### config.mk
export PLATFORM = sky130hd
export DESIGN_NAME = fsmc_regbank_ctrl
export DESIGN_NICKNAME = d
export VERILOG_FILES = /design/src/rtl/fsmc_regbank_ctrl_pkg.sv /design/src/rtl/fsmc_regbank_ctrl_alu.sv /design/src/rtl/fsmc_regbank_ctrl.sv
export SDC_FILE = /design/constraint.sdc
export NUM_CORES = 1
export LEC_CHECK = 0
export ABC_AREA = 1
export CORE_MARGIN = 1.5
export CORE_UTILIZATION = 55
export DETAILED_ROUTE_END_ITERATION = 10
export MAX_ROUTING_LAYER = met4
export PLACE_DENSITY = 0.93
export SLEW_MARGIN = 10
export SYNTH_ARGS = -nofsm -noshare
export SYNTH_HDL_FRONTEND = slang
export SYNTH_HIERARCHICAL = 1
export SYNTH_SLANG_ARGS = --single-unit
### constraint.sdc
create_clock -name clk -period 3.8 [get_ports clk]
set_input_delay 0.57 -clock clk [delete_from_list [all_inputs] [get_ports clk]]
set_output_delay 0.57 -clock clk [all_outputs]
set_load 0.05 [all_outputs]
### src/rtl/fsmc_regbank_ctrl_pkg.sv
// fsmc_regbank_ctrl_pkg: shared op codes, FSM states and counter width for the register bank controller
package fsmc_regbank_ctrl_pkg;
  typedef enum logic [1:0] {OP_READ, OP_WRITE, OP_ADD, OP_OR} op_e;
  typedef enum logic [1:0] {IDLE, RD, WB, ACK} state_e;
  localparam int CNT_W = 8;
endpackage

### src/rtl/fsmc_regbank_ctrl_alu.sv
// fsmc_regbank_ctrl_alu: combinational result of an internal op applied to the fetched operand
module fsmc_regbank_ctrl_alu
  import fsmc_regbank_ctrl_pkg::*;
#(
  parameter int DW = 3
) (
  input  op_e           op,
  input  logic [DW-1:0] opnd,
  input  logic [DW-1:0] data,
  output logic [DW-1:0] result
);
  assign result = op == OP_ADD ? opnd + data : op == OP_OR ? opnd | data : data;
endmodule

### src/rtl/fsmc_regbank_ctrl.sv
// fsmc_regbank_ctrl: FSMC register bank whose write port is shared by the bus slave and one internal requester
module fsmc_regbank_ctrl
  import fsmc_regbank_ctrl_pkg::*;
#(
  parameter int AW        = 2,
  parameter int DW        = 3,
  parameter int RETRY_MAX = 7
) (
  input  logic                   clk,
  input  logic                   rst,
  input  logic                   bus_do_write,
  input  logic [AW-1:0]          bus_w_adr,
  input  logic [DW-1:0]          bus_w_data,
  input  logic [AW-1:0]          bus_r_adr,
  output logic [DW-1:0]          bus_r_data,
  input  logic                   int_req,
  input  logic [1:0]             int_op,
  input  logic [AW-1:0]          int_adr,
  input  logic [DW-1:0]          int_data,
  output logic                   int_ack,
  output logic                   int_err,
  output logic [DW-1:0]          int_rdata,
  output logic                   int_busy,
  output logic [(1<<AW)*DW-1:0]  reg_q,
  output logic [CNT_W-1:0]       conflict_cnt
);
  localparam int NREG = 1 << AW;
  logic [DW-1:0] regs [NREG];
  state_e state;
  op_e op;
  logic [AW-1:0] adr;
  logic [DW-1:0] data, opnd, result;
  logic [CNT_W-1:0] retry;
  logic hit, coll, last, done, int_we;
  assign hit = bus_do_write && bus_w_adr == adr;
  assign coll = hit && (state == RD || (state == WB && op != OP_READ));
  assign last = retry == CNT_W'(RETRY_MAX - 1);
  assign done = state == WB && (op == OP_READ || !bus_do_write);
  assign int_we = done && op != OP_READ;
  assign int_busy = state != IDLE;
  assign bus_r_data = regs[bus_r_adr];
  for (genvar i = 0; i < NREG; i++) begin : g_q
    assign reg_q[i*DW +: DW] = regs[i];
  end
  fsmc_regbank_ctrl_alu #(.DW(DW)) u_alu (
    .op     (op),
    .opnd   (opnd),
    .data   (data),
    .result (result)
  );
  // Bus write always wins; the internal write only lands in a cycle without a bus strobe
  always_ff @(posedge clk)
    if (rst) regs <= '{default: '0};
    else if (bus_do_write) regs[bus_w_adr] <= bus_w_data;
    else if (int_we) regs[adr] <= result;
  // Internal-op FSM: fetch in RD, commit in WB, retry on same-address bus writes, pulse ack from ACK
  always_ff @(posedge clk) begin
    if (rst) begin
      state <= IDLE;
      op <= OP_READ;
      adr <= '0;
      data <= '0;
      opnd <= '0;
      retry <= '0;
      int_ack <= 1'b0;
      int_err <= 1'b0;
      int_rdata <= '0;
      conflict_cnt <= '0;
    end else begin
      int_ack <= 1'b0;
      int_err <= 1'b0;
      if (coll) begin
        retry <= retry + 1'b1;
        conflict_cnt <= conflict_cnt == '1 ? conflict_cnt : conflict_cnt + 1'b1;
      end
      if (state == RD) opnd <= regs[adr];
      if (coll && last) begin
        state <= ACK;
        int_ack <= 1'b1;
        int_err <= 1'b1;
        int_rdata <= opnd;
      end else if (done) begin
        state <= ACK;
        int_ack <= 1'b1;
        int_rdata <= opnd;
      end else begin
        case (state)
          IDLE: if (int_req) begin
            state <= RD;
            op <= op_e'(int_op);
            adr <= int_adr;
            data <= int_data;
            retry <= '0;
          end
          RD: state <= hit ? RD : WB;
          WB: state <= hit ? RD : WB;
          default: state <= IDLE;
        endcase
      end
    end
  end
endmodule

Word level (Yosys, flattened, before mapping)

Index checks and enable logic that the tools add are counted.

Add/sub/neg operators: 3
$lt $le $gt $ge: 5
Eq/ne operators: 8
Muxes and demuxes: 31
Bitwise logic cells: 7
Reductions and logical operators: 20

Operators with widths:

| cell                                                                  | number |
|---|---|
| 8-bit two-way mux                                                     | 5 |
| 3-bit two-way mux                                                     | 10 |
| 12-bit bitwise mux                                                    | 2 |
| 12-bit two-way mux                                                    | 2 |
| 8-bit by 1-bit adder with 8-bit output (second input constant)        | 2 |
| 3-bit binary-select mux with 2-bit select                             | 2 |
| 3-bit demux with 2-bit select                                         | 2 |
| 3-bit >= comparator (second input constant)                           | 3 |
| 2-bit NOT with 3-bit output                                           | 3 |
| 8-bit by 3-bit == test with 1-bit output (second input constant)      | 1 |
| 8-bit == test (second input constant)                                 | 1 |
| 1-bit logical AND                                                     | 8 |
| 2-bit two-way mux                                                     | 4 |
| 2-bit nonzero test                                                    | 4 |
| 2-bit == test (second input constant)                                 | 3 |
| 3-bit by 1-bit < comparator with 1-bit output (second input constant) | 2 |
| 2-bit logical NOT                                                     | 2 |
| 4-bit inequality test (second input constant)                         | 1 |
| 2-bit one-hot mux with 2 select lines                                 | 1 |
| 4-bit AND reduction                                                   | 1 |
| 3-bit adder                                                           | 1 |
| 1-bit two-way mux                                                     | 3 |
| 1-bit NOT                                                             | 3 |
| 3-bit OR                                                              | 1 |
| other kinds (6)                                                       | 7 |

Register bits after elaboration: 45
Bits of input ports: 18
Output and inout port bits: 29
Word-level logic and storage cells: 88

Logic depth before layout (Yosys ltp)

Depth after elaboration: 9
Mapped depth: 11
Depth with buffers taken out: 11

Hierarchy

The synthesis kept the hierarchy.

By module, submodules not included:

| module                | instances | cells an instance | area an instance (um2) | seq. area each (um2) |
|---|---|---|---|---|
| fsmc_regbank_ctrl     | 1         | 366               | 2496.1                 | 900.9 |
| fsmc_regbank_ctrl_alu | 1         | 35                | 187.7                  | 0.0 |

Least setup slack after synthesis

OpenSTA, ideal clock, no wires.

Kind: register to output
Start point: register regs, in the netlist reg_q[5]
End point: output port bus_r_data[2]
Arrival time: 1.899 ns
Data required time: 3.230 ns
Slack: 1.331 ns
Stages on the path, launching flop included: 3
Path buffers: 0
Cell sequence: dfxtp_1 > o21ai_0 > o21ai_0

Cells in the longest elaborated chain, start to end: 3

RTL lines:

| element                                              | line                    | RTL |
|---|---|---|
| start: declaration                                   | fsmc_regbank_ctrl.sv:28 | `logic [DW-1:0] regs [NREG];` |
| start signal: indexed assignment                     | fsmc_regbank_ctrl.sv:54 | `else if (bus_do_write) regs[bus_w_adr] <= bus_w_data;` |
| start signal: indexed assignment                     | fsmc_regbank_ctrl.sv:55 | `else if (int_we) regs[adr] <= result;` |
| 3-bit binary-select mux with 2-bit select            | fsmc_regbank_ctrl.sv:41 | `assign bus_r_data = regs[bus_r_adr];` |
| 3-bit two-way mux (not written as such) (2 in a row) | fsmc_regbank_ctrl.sv:41 |  |
| end: declaration                                     | fsmc_regbank_ctrl.sv:15 | `output logic [DW-1:0] bus_r_data,` |

No other way between the ends. The select of a mux whose other input is x is not followed.

Worst setup path in the final report

Start point: input port bus_r_adr[0]
End point: output port bus_r_data[2]

Cells in the longest elaborated chain, start to end: 4

RTL lines:

| element                                              | line                    | RTL |
|---|---|---|
| start: declaration                                   | fsmc_regbank_ctrl.sv:14 | `input logic [AW-1:0] bus_r_adr,` |
| 2-bit NOT with 3-bit output (not written as such)    | fsmc_regbank_ctrl.sv:41 |  |
| 3-bit binary-select mux with 2-bit select            | fsmc_regbank_ctrl.sv:41 |  |
| 3-bit two-way mux (not written as such) (2 in a row) | fsmc_regbank_ctrl.sv:41 |  |

No other way between the ends. The select of a mux whose other input is x is not followed.

==> out/qor.yml <==
reg2regPathDepth: 9
rows: 25
netlist_instances: 401
cp_slowest_cell: "clkdlybuf4s50_1"
htreeDepth: 2
cts.sinks: 45
hold_viol: 0
seqCellArea_um2: 901
antenna_cells: 0
crit_start: "bus_r_adr[0]"
layout-drive-gt1-share_pct: 5.12
fmax_mhz: 330
wl_met1_um: 2970
routabilityCongestion: 0.973
peakVddDrop_mv: 0.319
clk_latency_ns: 0.30
die-width_um: 72.9
r2r_end: "conflict_cnt[4]$_SDFFE_PP0P_"
grt_pass1_vias: 2371
drv_cap: 0
status: "complete, no violations"
synth_seq_cells: 45
hold_path_class: "register to register"
dp_hpwl_um: 4750
critical_path_buf_inv_count: 3
cts_tree: "built"
syn-cell-area_um2: 2680
setup_viol: 0
grt_pass1_wl_um: 10500
ys_top_cells_by_area: "dfxtp_1 34%, nand2_1 11%, inv_1 9.5%, nor2_1 7.8%, o21ai_0 5.2%"
synth_top_area_share_pct: 33.6
cp_slowest_stage_delay_ns: 0.83
grt_setup_unrepaired: "false"
drc: 0
syn2layout_area_growth_pct: 23.2
period_minus_slack_ns: 3.03
cp.arrival_ns: 2.46
fin_crit_sh_pct: 79.8
leakagePower_nw: 1.45
ioPinCount: 47
postRouteAntennaNets: 0
yosysTopAreaCell: "dfxtp_1"
clk_pin_slew_ns: 0.08
cp_top_family: "buffers and inverters"
rrSetupSlack_ns: 1.84
multi_input_area_um2: 1460
numCtsBuffers: 5
drt_iter0_markers: 135
dieArea_um2: 5310
antenna_found_initial: 0
reg2reg_from: "state[0]$_SDFFE_PP0P_"
dr_wl_met3_um: 409
fillerInstances: 395
die_h_um: 72.9
firstDrtPassIters: 5
portBuffers: 46
fin_nets: 478
path_depth: 6
syn_nets: 431
crit_fanout: 7
power_w: 0.00167
grtUsageTotal_pct: 26.0
wl_per_cell_um: 12.5
vias: 2735
powerDensity_nw_per_um2: 506
finClkSkew_ns: 0.00485
tns_ns: 0
wirelength_um: 6450
path_cells: "clkdlybuf4s50_1 > inv_1 > a21oi_1 > o21ai_0 > o21ai_0 > clkdlybuf4s50_1"
grt_max_degree: 29
slew_viol_final: 0
top_layer_used: "met4"
worst_setup_path_start_kind: "input pin"
slew_headroom_pct: 60.1
crit_path_end_kind: "output pin"
tightest_slew_ns: 0.596
syn_area_per_cell_um2: 6.69
core-area_um2: 4720
crit_end: "bus_r_data[2]"
clk_path_buf_depth: 2
yosysWarnings: 6
cp.required_ns: 3.23
overflow: 0
seq_area_frac_synth_pct: 33.6
wl_met2_um: 2960
ys_types: 36
cts_setup_buffers: 0
start_util_pct: 56.8
postCtsResizedCells: 0
cts_root_buf: "clkbuf_8"
critical_path_class: "input pin to output pin"
cts_hold_buf: 0
via_per_inst: 5.30
[where the power goes]
part	internal, W	switching [W]
logic	0.000229	0.000454
registers	0.000540	0.0000741
clock network	0.000214	0.000161
total	0.000984	0.000689
[metal layers]
layer  vias up  GRT usage, %
li1       1392             -
met1      1229          32.8
met2       106          41.0
met3         8          5.25
met4         0          10.1
met5         -             -
[cells in the mapped netlist]
| library cell | count |
|---|---|
| nor3_1 | 1 |
| nor2_2 | 1 |
| nand3_1 | 23 |
| nor4_1 | 1 |
| buf_2 | 1 |
| buf_6 | 2 |
| dfxtp_1 | 45 |
| o21ai_1 | 1 |
| nand3b_1 | 1 |
| nand2_1 | 82 |
| inv_1 | 68 |
| nor2_1 | 56 |
| xnor2_1 | 3 |
| a41oi_1 | 3 |
| inv_2 | 4 |
| nand3_4 | 2 |
| o211ai_1 | 1 |
| clkinv_1 | 1 |
| o21ai_0 | 28 |
| nand2_2 | 2 |
| a211oi_1 | 3 |
| xor2_1 | 3 |
| a32oi_1 | 3 |
| o21ai_2 | 2 |
| nand4_1 | 10 |
| clkbuf_1 | 3 |
| a21oi_1 | 17 |
| ha_1 | 11 |
| fa_1 | 1 |
| o22ai_1 | 12 |
| nor2_4 | 2 |
| nand3_2 | 2 |
| a22oi_1 | 3 |
| and3_1 | 1 |
| buf_4 | 1 |
| o21a_1 | 1 |
[kinds of logic (layout without fill, tap and decap cells)]
group	Yosys count	count (layout)	synth area share, %
XOR/XNOR	6	6	1.96
AND/OR/NAND/NOR	184	184	30.4
AO/OA/AOI/OAI	74	74	16.2
adder cells (fa/ha/maj)	12	12	5.87
buffers and inverters	80	128	11.9
flip-flops	45	45	33.6
[flip-flops by register name, summed over array words and instances (netlist names)]
| signal | count |
|---|---|
| reg_q | 12 |
| conflict_cnt | 8 |
| retry | 8 |
| data | 3 |
| int_rdata | 3 |
| opnd | 3 |
| adr | 2 |
| op | 2 |
| state | 2 |
| int_ack | 1 |
| int_err | 1 |
[layout make-up]
type / instances / share of cell area (%)
Clock inverter: 1 / 0.908
Clock buffer: 7 / 2.61
Multi-Input combinational cell: 276 / 44.2
Inverter: 73 / 8.29
Tap cell: 67 / 2.54
Sequential cell: 45 / 27.3
Timing Repair Buffer: 47 / 14.2
[worst min path at each step]
stage / start / end / slack [ns] / cells after the start
final: conflict_cnt[1]$_SDFFE_PP0P_ / conflict_cnt[1]$_SDFFE_PP0P_ / 0.50 / 2
after global routing: reg_q[1]$_SDFFE_PP0P_ / reg_q[1]$_SDFFE_PP0P_ / 0.52 / 2
after CTS: conflict_cnt[1]$_SDFFE_PP0P_ / conflict_cnt[1]$_SDFFE_PP0P_ / 0.50 / 2
after detailed placement: conflict_cnt[1]$_SDFFE_PP0P_ / conflict_cnt[1]$_SDFFE_PP0P_ / 0.49 / 2
after global placement: conflict_cnt[1]$_SDFFE_PP0P_ / conflict_cnt[1]$_SDFFE_PP0P_ / 0.49 / 2
after floorplan: opnd[2]$_SDFFE_PP0N_ / int_rdata[2]$_SDFFE_PP0P_ / 0.47 / 2
[layout by cell type, fill, tap and decap left out]
cell type	n
nand3_4	2
ha_1	11
nand4_1	10
nor2_2	1
nand3_1	23
inv_1	68
dfxtp_1	45
a22oi_1	3
xor2_1	3
fa_1	1
a211oi_1	3
inv_2	4
clkbuf_1	1
a32oi_1	3
nor3_1	1
o211ai_1	1
nor2_1	56
nand3b_1	1
nand2_2	2
nand3_2	2
xnor2_1	3
a41oi_1	3
clkdlybuf4s50_1	46
o21a_1	1
o21ai_2	2
nor2_4	2
clkinv_1	1
o22ai_1	12
o21ai_1	1
a21oi_1	17
nor4_1	1
buf_4	1
o21ai_0	28
clkbuf_8	6
bufinv_16	1
nand2_1	82
and3_1	1
[worst reg2reg max path, stage by stage, from the launching register on]
cell and delay (ns):
dfxtp_1 0.36, inv_1 0.10, ha_1 0.25, o21ai_2 0.15
nand2_2 0.13, inv_1 0.08, nor2_4 0.33, nand2_1 0.26
nand2_1 0.12, a21oi_1 0.06
[metrics by stage]
| stage | utilization, % | area (um^2) | cells | hold WS (ns) | worst slack, ns |
|---|---|---|---|---|---|
| 2_1_floorplan | - | 2680 | 401 | 0.471 | 1.33 |
| 3_3_place_gp | 67.5 | 3190 | 508 | 0.487 | 0.888 |
| 3_5_place_dp | 67.5 | 3190 | 508 | 0.492 | 0.822 |
| 4_1_cts | 70.0 | 3310 | 516 | 0.505 | 0.818 |
| 5_1_grt | 70.0 | 3310 | 516 | 0.525 | 0.682 |
| 6_report | 70.0 | 3310 | 516 | 0.502 | 0.766 |
Power figures use the tool's default switching activity.
